File: src/rtl/mem_stage.sv
// MEM pipeline stage: load/store over a req/ack data-memory handshake with lane
// steering, sign/zero extension, timeout abort and the MEM/WB pipeline register.
module mem_stage #(
    parameter int unsigned TIMEOUT = 16
) (
    input  logic        clk,
    input  logic        rst,
    input  logic [31:0] MEM_pc,
    input  logic [31:0] MEM_instr,
    input  logic [31:0] MEM_alu,
    input  logic [31:0] MEM_rt,
    output logic        dm_req,
    output logic        dm_we,
    output logic [31:0] dm_addr,
    output logic [3:0]  dm_be,
    output logic [31:0] dm_wdata,
    input  logic        dm_ack,
    input  logic [31:0] dm_rdata,
    output logic        busy,
    output logic [31:0] MEM_out_WB,
    output logic [31:0] MEM_instr_WB,
    output logic [31:0] MEM_pc_WB,
    output logic        addr_err_WB,
    output logic        bus_err_WB
);

    localparam logic [1:0] SZ_BYTE = 2'd0;
    localparam logic [1:0] SZ_HALF = 2'd1;
    localparam logic [1:0] SZ_WORD = 2'd2;

    typedef enum logic [0:0] {S_IDLE = 1'b0, S_WAIT = 1'b1} state_t;

    state_t      state_r, state_nxt_s;
    logic [7:0]  cnt_r, cnt_nxt_s;
    logic [5:0]  opcode_s;
    logic        is_load_s, is_store_s, is_mem_s, sign_s, misaligned_s;
    logic [1:0]  size_s;
    logic [3:0]  be_s;
    logic [31:0] wdata_s;
    logic        req_s, busy_s, done_s, abort_s;
    logic [31:0] out_nxt_s, instr_nxt_s, pc_nxt_s;
    logic        addr_err_nxt_s, bus_err_nxt_s;

    // Picks the addressed byte/half out of the read word, little-endian.
    function automatic logic [31:0] load_extract(input logic [1:0] size, input logic sgn,
                                                 input logic [1:0] offs, input logic [31:0] word);
        logic [7:0]  b;
        logic [15:0] h;
        logic [31:0] r;
        b = word[{offs, 3'b000} +: 8];
        h = word[{offs[1], 4'b0000} +: 16];
        case (size)
            SZ_BYTE: r = sgn ? {{24{b[7]}}, b} : {24'h000000, b};
            SZ_HALF: r = sgn ? {{16{h[15]}}, h} : {16'h0000, h};
            SZ_WORD: r = word;
            default: r = 32'h00000000;
        endcase
        return r;
    endfunction

    // Opcode decode and alignment check.
    always_comb begin
        opcode_s   = MEM_instr[31:26];
        is_load_s  = 1'b0;
        is_store_s = 1'b0;
        size_s     = SZ_WORD;
        sign_s     = 1'b0;
        case (opcode_s)
            6'b100011: begin is_load_s  = 1'b1; size_s = SZ_WORD; end
            6'b100000: begin is_load_s  = 1'b1; size_s = SZ_BYTE; sign_s = 1'b1; end
            6'b100100: begin is_load_s  = 1'b1; size_s = SZ_BYTE; end
            6'b100001: begin is_load_s  = 1'b1; size_s = SZ_HALF; sign_s = 1'b1; end
            6'b100101: begin is_load_s  = 1'b1; size_s = SZ_HALF; end
            6'b101011: begin is_store_s = 1'b1; size_s = SZ_WORD; end
            6'b101000: begin is_store_s = 1'b1; size_s = SZ_BYTE; end
            6'b101001: begin is_store_s = 1'b1; size_s = SZ_HALF; end
            default:   begin is_load_s  = 1'b0; is_store_s = 1'b0; end
        endcase
        is_mem_s = is_load_s | is_store_s;
        case (size_s)
            SZ_WORD: misaligned_s = is_mem_s & (MEM_alu[1:0] != 2'b00);
            SZ_HALF: misaligned_s = is_mem_s & MEM_alu[0];
            default: misaligned_s = 1'b0;
        endcase
    end

    // Byte-enable and lane-replicated store data; loads reuse the same enables.
    always_comb begin
        be_s    = 4'b0000;
        wdata_s = 32'h00000000;
        if (is_mem_s) begin
            case (size_s)
                SZ_WORD: begin be_s = 4'b1111; wdata_s = MEM_rt; end
                SZ_HALF: begin be_s = MEM_alu[1] ? 4'b1100 : 4'b0011; wdata_s = {2{MEM_rt[15:0]}}; end
                SZ_BYTE: begin be_s = 4'b0001 << MEM_alu[1:0]; wdata_s = {4{MEM_rt[7:0]}}; end
                default: begin be_s = 4'b0000; wdata_s = 32'h00000000; end
            endcase
        end else begin
            be_s    = 4'b0000;
            wdata_s = 32'h00000000;
        end
    end

    // Handshake FSM: next state, wait counter, completion and abort.
    always_comb begin
        state_nxt_s = state_r;
        cnt_nxt_s   = cnt_r;
        req_s       = 1'b0;
        done_s      = 1'b0;
        abort_s     = 1'b0;
        case (state_r)
            S_IDLE: begin
                if (is_mem_s && !misaligned_s) begin
                    req_s = 1'b1;
                    if (dm_ack) begin
                        done_s = 1'b1;
                    end else begin
                        state_nxt_s = S_WAIT;
                        cnt_nxt_s   = 8'd1;
                    end
                end else begin
                    req_s = 1'b0;
                end
            end
            S_WAIT: begin
                req_s = 1'b1;
                if (dm_ack) begin
                    done_s      = 1'b1;
                    state_nxt_s = S_IDLE;
                    cnt_nxt_s   = 8'd0;
                end else if (cnt_r == 8'(TIMEOUT)) begin
                    abort_s     = 1'b1;
                    state_nxt_s = S_IDLE;
                    cnt_nxt_s   = 8'd0;
                end else begin
                    cnt_nxt_s = cnt_r + 8'd1;
                end
            end
            default: begin
                state_nxt_s = S_IDLE;
                cnt_nxt_s   = 8'd0;
            end
        endcase
        busy_s = req_s & ~dm_ack & ~abort_s;
    end

    assign dm_req   = req_s & rst;
    assign busy     = busy_s & rst;
    assign dm_we    = is_store_s;
    assign dm_addr  = {MEM_alu[31:2], 2'b00};
    assign dm_be    = be_s;
    assign dm_wdata = wdata_s;

    // Next MEM/WB contents: bubble while stalled, otherwise the retiring instruction.
    always_comb begin
        out_nxt_s      = 32'h00000000;
        instr_nxt_s    = 32'h00000000;
        pc_nxt_s       = 32'h00000000;
        addr_err_nxt_s = 1'b0;
        bus_err_nxt_s  = 1'b0;
        if (busy_s) begin
            out_nxt_s = 32'h00000000;
        end else begin
            instr_nxt_s = MEM_instr;
            pc_nxt_s    = MEM_pc;
            if (abort_s) begin
                bus_err_nxt_s = 1'b1;
            end else if (misaligned_s) begin
                addr_err_nxt_s = 1'b1;
            end else if (is_load_s && done_s) begin
                out_nxt_s = load_extract(size_s, sign_s, MEM_alu[1:0], dm_rdata);
            end else if (is_mem_s) begin
                out_nxt_s = 32'h00000000;
            end else begin
                out_nxt_s = MEM_alu;
            end
        end
    end

    // FSM state and wait counter.
    always_ff @(posedge clk or negedge rst) begin
        if (!rst) begin
            state_r <= S_IDLE;
            cnt_r   <= 8'd0;
        end else begin
            state_r <= state_nxt_s;
            cnt_r   <= cnt_nxt_s;
        end
    end

    // MEM/WB pipeline register.
    always_ff @(posedge clk or negedge rst) begin
        if (!rst) begin
            MEM_out_WB   <= 32'h00000000;
            MEM_instr_WB <= 32'h00000000;
            MEM_pc_WB    <= 32'h00000000;
            addr_err_WB  <= 1'b0;
            bus_err_WB   <= 1'b0;
        end else begin
            MEM_out_WB   <= out_nxt_s;
            MEM_instr_WB <= instr_nxt_s;
            MEM_pc_WB    <= pc_nxt_s;
            addr_err_WB  <= addr_err_nxt_s;
            bus_err_WB   <= bus_err_nxt_s;
        end
    end

endmodule

File: config.mk
export PLATFORM = sky130hd
export DESIGN_NAME = mem_stage
export DESIGN_NICKNAME = d
export VERILOG_FILES = /design/src/rtl/mem_stage.sv
export SDC_FILE = /design/constraint.sdc
export NUM_CORES = 1
export LEC_CHECK = 0
export CORE_AREA = 5 5 126 128
export DETAILED_ROUTE_END_ITERATION = 6
export DIE_AREA = 0 0 131 133
export PLACE_DENSITY = 0.9
export SLEW_MARGIN = 40
export SYNTH_ARGS = -nofsm -noshare
export SYNTH_HDL_FRONTEND = slang
export SYNTH_SLANG_ARGS = --single-unit
File: constraint.sdc
create_clock -name clk -period 5.6 [get_ports clk]
set_input_delay 1.12 -clock clk [delete_from_list [all_inputs] [get_ports clk]]
set_output_delay 1.12 -clock clk [all_outputs]
set_load 0.05 [all_outputs]
==> impl_metrics.py, run 1 <==
metrics = {
    "outcome": {
        "status": "finished, final reports clean",
    },
    "worst_setup_path": {
        "startpoint": "MEM_instr[30]",
        "r2r-start": "cnt_r[0]",
        "path_max_fanout": 34,
        "cp-end-kind": "output pin",
        "critPathArrivalTime_ns": 3.53,
        "reg2regPathDepth": 8,
        "crit_required_ns": 4.48,
        "cp-endpoint": "dm_be[3]",
        "rr_endpoint": "MEM_pc_WB[26]",
        "r2r_slack_ns": 2.94,
        "path_class": "input port to output pin",
        "cp-start-kind": "input port",
    },
    "routing": {
        "drc": 0,
        "drt_iter0_drc": 397,
        "drt-total-wl_mm": 20.0,
        "drt_first_pass_iters": 4,
        "vias_per_cell": 5.04,
        "antenna_left": 0,
        "dr.max_layer_used": "met4",
        "met2RoutedLength_mm": 10.3,
        "via_count": 5136,
        "wl_per_cell_um": 19.6,
        "met1_length_mm": 7.61,
        "met3_length_mm": 1.63,
    },
    "synth": {
        "synth_area_um2": 5390,
        "syn_avg_cell_area_um2": 9.91,
        "synthTopCellsByArea": "dfrtp_1 50%, and2_1 5.6%, a21oi_1 4.9%, buf_4 4.5%, nand2_1 4.4%",
        "synth-edff-count": 0,
        "synth_cell_type_count": 58,
        "postSynthCellCount": 544,
        "yosysWarnings": 0,
        "yosysSeqAreaShare_pct": 49.7,
        "yosys.area.top_type_share_pct": 49.7,
        "synth_async_sr_flop_share_pct": 100,
        "synth_flop_cell": "dfrtp_1",
        "ys_ff_latch": 107,
        "yosys.area.top_type": "dfrtp_1",
    },
    "finish": {
        "drive_gt1_share_pct": 14.1,
        "post-route-util_pct": 62.0,
        "diodes": 0,
        "nets": 991,
        "layout.cells.most_common_list": "290 x clkdlybuf4s50_1, 107 x dfrtp_1, 63 x nand2_1",
        "area_growth_pct": 69.8,
        "nFillCells": 1186,
        "final_common_cell": "clkdlybuf4s50_1",
    },
    "timing": {
        "timing.fmax_mhz": 215,
        "finalCritPeriodShare_pct": 83.0,
        "tightest_slew_ns": 0.721,
        "skew_ns": 0.00867,
        "hold_violations": 0,
        "tns_ns": 0,
        "rsz0062_at_grt": "false",
        "slew_headroom_pct": 51.9,
        "drv_slew": 0,
        "period_needed_ns": 4.65,
        "finalSetupViolations": 0,
    },
    "clocking": {
        "cts_tree": "built",
        "htree_levels": 3,
        "cts_hold_buffers": 0,
        "cts_buffer_depth": 2,
        "clkTransAtPathRegs_ns": 0.07,
        "numCtsBuffers": 9,
        "numClockSinks": 107,
        "ctsResizeCount": 0,
        "clk_latency_ns": 0.35,
        "post_cts_buffers": 0,
        "cts-root-buf": "clkbuf_16",
    },
    "place": {
        "routabilityCongestion": 0.898,
        "portBuffers": 329,
        "dp_hpwl_mm": 15.7,
    },
    "power": {
        "leakage_nw": 3.81,
        "ir_worst_vdd_uv": 140,
        "swShare_pct": 34.3,
        "seqPwrFrac_pct": 38.0,
        "switchingPower_uw": 765,
        "p_clk_share_pct": 29.0,
        "p_per_area_nw_per_um2": 244,
        "pwr-share-comb_pct": 33.0,
        "power.internal_mw": 1.47,
    },
    "floorplanning": {
        "die_w_um": 131,
        "rows": 45,
        "die_h_um": 133,
        "start_util_pct": 36.5,
        "coreArea_um2": 14800,
        "ios": 332,
        "die-area_um2": 17400,
    },
    "global_routing": {
        "grt_pass1_wl_mm": 29.2,
        "grt_max_degree": 65,
        "antenna_found_initial": 0,
        "overflow": 0,
        "gr-usage-all-layers_pct": 22.0,
        "grt_pass1_vias": 5138,
    },
    "job": {
        "drv_cap": 0,
    },
    "min_path": {
        "min_path_type": "flip-flop to flip-flop",
    },
}
==> registers in the layout (all words and copies together), names as in the netlist <==
name	cells
MEM_instr_WB	32
state_r	1
MEM_out_WB	32
MEM_pc_WB	32
cnt_r	8
bus_err_WB	1
addr_err_WB	1
==> metal layers <==
metal  vias up  track usage (%)
li1       2397                -
met1      2464             27.2
met2       245             37.3
met3        30             5.01
met4         0             7.77
met5         -                0
==> cell usage after synthesis, types with 3 or more instances <==
master / instances
a211oi_1: 8
mux2_2: 9
and2_1: 48
nand3_1: 5
dfrtp_1: 107
nor2b_1: 12
nand2_1: 63
clkbuf_1: 27
nor2_1: 18
o22ai_1: 19
and2_2: 25
buf_8: 5
inv_1: 5
o21ai_0: 21
a2bb2oi_1: 7
a21oi_1: 53
buf_4: 32
buf_2: 4
nand2b_1: 5
o221ai_1: 7
a22o_1: 4
mux2i_1: 15
o21a_1: 3
==> power by group through the flow <==
stage,registers (mW),clock network [mW],logic [mW]
floorplan,1.05,0,0.226
global placement,0.861,0,0.728
detailed placement,0.865,0,0.737
CTS,0.849,0.665,0.739
global route,0.854,0.690,0.770
finish,0.849,0.647,0.736
==> logic make-up (layout without fill, tap and decap cells) <==
kind of cell             count (synthesis)  after routing  synth area share (%)
buffers and inverters                   78            364                  8.96
other                                    1              2                0.0696
flip-flops                             107            107                  49.7
adder cells (fa/ha/maj)                  2              2                 0.464
AO/OA/AOI/OAI                          138            138                  16.2
XOR/XNOR                                 2              2                 0.325
AND/OR/NAND/NOR                        191            191                  19.3
multiplexers                            25             25                  5.08
==> layout make-up <==
class | instances | area [µm²] | area share, %
multi-input combinational | 360 | 2240 | 24.5
inverter | 6 | 22.5 | 0.246
tap | 188 | 235 | 2.57
timing repair buffer | 342 | 3670 | 40.1
clock buffer | 11 | 253 | 2.76
sequential | 107 | 2680 | 29.3
clock inverter | 5 | 53.8 | 0.588
==> critical path, cell delays in order <==
cell	delay, ns
clkdlybuf4s50_1	0.44
nand2b_1	0.32
or3_2	0.82
buf_4	0.36
a21oi_1	0.27
buf_12	0.18
==> worst min path at each step <==
stage,start,to,slack (ns),cells after the start
after global routing,cnt_r[1],cnt_r[1],0.58,1
after global placement,cnt_r[1],cnt_r[1],0.54,1
final,cnt_r[1],cnt_r[1],0.56,1
after detailed placement,cnt_r[1],cnt_r[1],0.54,1
after floorplan,cnt_r[7],cnt_r[7],0.51,1
after CTS,cnt_r[1],cnt_r[1],0.56,1
==> per-stage QoR <==
| step | hold slack, ns | total power, mW | setup WS (ns) | cells | area [µm²] |
|---|---|---|---|---|---|
| floorplan | 0.509 | 1.27 | 0.776 | 545 | 5390 |
| global placement | 0.538 | 1.59 | 1.06 | 1003 | 8840 |
| detailed placement | 0.543 | 1.60 | 1.01 | 1003 | 8840 |
| CTS | 0.563 | 2.25 | 1.00 | 1019 | 9150 |
| global route | 0.584 | 2.31 | 0.837 | 1019 | 9150 |
| finish | 0.565 | 2.23 | 0.949 | 1019 | 9150 |
No activity file was read; power rests on OpenSTA's default activity.
==> run 2: changes to the inputs <==
Settings changed: CORE_AREA 5 5 126 128 to default, CORE_MARGIN from default to 5, CORE_UTILIZATION from default to 34, DIE_AREA 0 0 131 133 to default, PLACE_DENSITY 0.9 to 0.87.
Clock period 5.6 ns to 4.27 ns, I/O delays scaled along.
==> impl_metrics.py, run 2 (same netlist as run 1, synthesis figures left out) <==
metrics = {
    "floorplanning": {
        "rows": 46,
        "coreArea_um2": 15700,
        "die_h_um": 136,
        "die-area_um2": 18500,
        "ios": 332,
        "die_w_um": 136,
        "start_util_pct": 34.3,
    },
    "routing": {
        "drt_iter0_drc": 313,
        "via_count": 5188,
        "drc": 0,
        "drt-total-wl_mm": 20.4,
        "vias_per_cell": 4.94,
        "antenna_left": 0,
        "wl_per_cell_um": 19.4,
        "drt_first_pass_iters": 5,
    },
    "finish": {
        "area_growth_pct": 71.0,
        "nFillCells": 1311,
        "diodes": 0,
        "top_regs": "MEM_instr_WB: 32 flops, MEM_out_WB: 32 flops, MEM_pc_WB: 32 flops",
        "drive_gt1_share_pct": 14.6,
        "nets": 995,
        "layout.cells.non_filler": 1051,
        "layout.cells.most_common_list": "289 x clkdlybuf4s50_1, 107 x dfrtp_1, 63 x nand2_1",
        "final_common_cell": "clkdlybuf4s50_1",
    },
    "clocking": {
        "cts_tree": "built",
        "cts_buffer_depth": 2,
        "cts-root-buf": "clkbuf_16",
        "htree_levels": 3,
        "cts_hold_buffers": 0,
        "post_cts_buffers": 0,
        "numCtsBuffers": 9,
        "ctsResizeCount": 0,
        "clk_latency_ns": 0.36,
        "clkTransAtPathRegs_ns": 0.08,
        "numClockSinks": 107,
    },
    "timing": {
        "tightest_slew_ns": 0.710,
        "finalSetupViolations": 0,
        "tns_ns": 0,
        "rsz0062_at_grt": "false",
        "hold_violations": 0,
        "skew_ns": 0.0110,
        "slew_headroom_pct": 52.7,
        "finalCritPeriodShare_pct": 91.4,
        "period_needed_ns": 3.90,
        "drv_slew": 0,
        "timing.fmax_mhz": 256,
    },
    "worst_setup_path": {
        "critPathArrivalTime_ns": 3.05,
        "reg2regPathDepth": 9,
        "path_class": "input port to output pin",
        "cp-start-kind": "input port",
        "crit_required_ns": 3.42,
        "cp-end-kind": "output pin",
        "path_max_fanout": 33,
    },
    "power": {
        "ir_worst_vdd_uv": 189,
        "leakage_nw": 3.82,
        "p_per_area_nw_per_um2": 321,
    },
    "place": {
        "portBuffers": 329,
        "routabilityCongestion": 0.827,
        "place_inst": 1035,
        "dp_hpwl_mm": 15.8,
    },
    "job": {
        "drv_cap": 0,
    },
    "global_routing": {
        "gr-usage-all-layers_pct": 21.2,
        "grt_pass1_wl_mm": 30.2,
        "grt_pass1_vias": 5524,
        "overflow": 0,
        "antenna_found_initial": 0,
        "grt_max_degree": 66,
    },
    "min_path": {
        "whs_path_depth": 1,
        "min_path_type": "flip-flop to flip-flop",
    },
    "outcome": {
        "status": "finished, final reports clean",
    },
}
## run 2: path summary, 6_finish.rpt
path                          startpoint             end  slack [ns]
setup / recovery           MEM_instr[29]    dm_wdata[29]        0.37
hold / removal                  cnt_r[7]        cnt_r[7]        0.57
setup reg to reg                cnt_r[0]        cnt_r[0]        1.61
hold reg to reg                 cnt_r[7]        cnt_r[7]        0.57
max in group asynchronous            rst  MEM_out_WB[17]        2.46
min in group asynchronous            rst        cnt_r[1]        0.68
## run 2: power by group
part	total [mW]	internal, mW	switching, mW	leakage (nW)
logic	0.968	0.397	0.571	2.38
registers	1.11	1.08	0.0258	1.29
clock network	0.881	0.426	0.455	0.150
## run 2: final cells by class
class	count	area [µm²]	area share, %
multi-input combinational	360	2240	24.3
inverter	6	22.5	0.244
clock buffer	9	225	2.44
tap	216	270	2.93
clock inverter	7	92.6	1.00
sequential	107	2680	29.0
timing repair buffer	346	3690	40.1
## run 2: layer usage
layer  part of all wire [%]  routed length [µm]  GRT usage [%]
met1                     38                7720           25.6
met2                     51               10500           36.9
met3                    7.5                1520           4.33
met4                    3.1                 641           9.01
met5                      0                   0              0
## run 2: per-stage QoR
| stage | hold slack, ns | cell area, µm² | setup WS [ns] | power, mW | util (%) |
|---|---|---|---|---|---|
| floorplan | 0.509 | 5390 | 0.0563 | 1.67 | - |
| global placement | 0.537 | 8900 | 0.463 | 2.08 | 56.6 |
| detailed placement | 0.546 | 8900 | 0.370 | 2.10 | 56.6 |
| CTS | 0.569 | 9220 | 0.379 | 2.99 | 58.7 |
| global route | 0.592 | 9220 | 0.277 | 3.08 | 58.7 |
| finish | 0.567 | 9220 | 0.366 | 2.96 | 58.7 |
## run 2: critical path, cell delays in order
cell	delay (ns)
clkdlybuf4s50_1	0.51
o21a_1	0.26
or3_2	0.74
a211oi_1	0.46
buf_12	0.20
==> run 3: changes to the inputs <==
Settings changed: CAP_MARGIN from default to 20, SLEW_MARGIN 40 to 5.
==> results of run 3 <==
Final layout, timing and power as in run 2 (identical DEF).
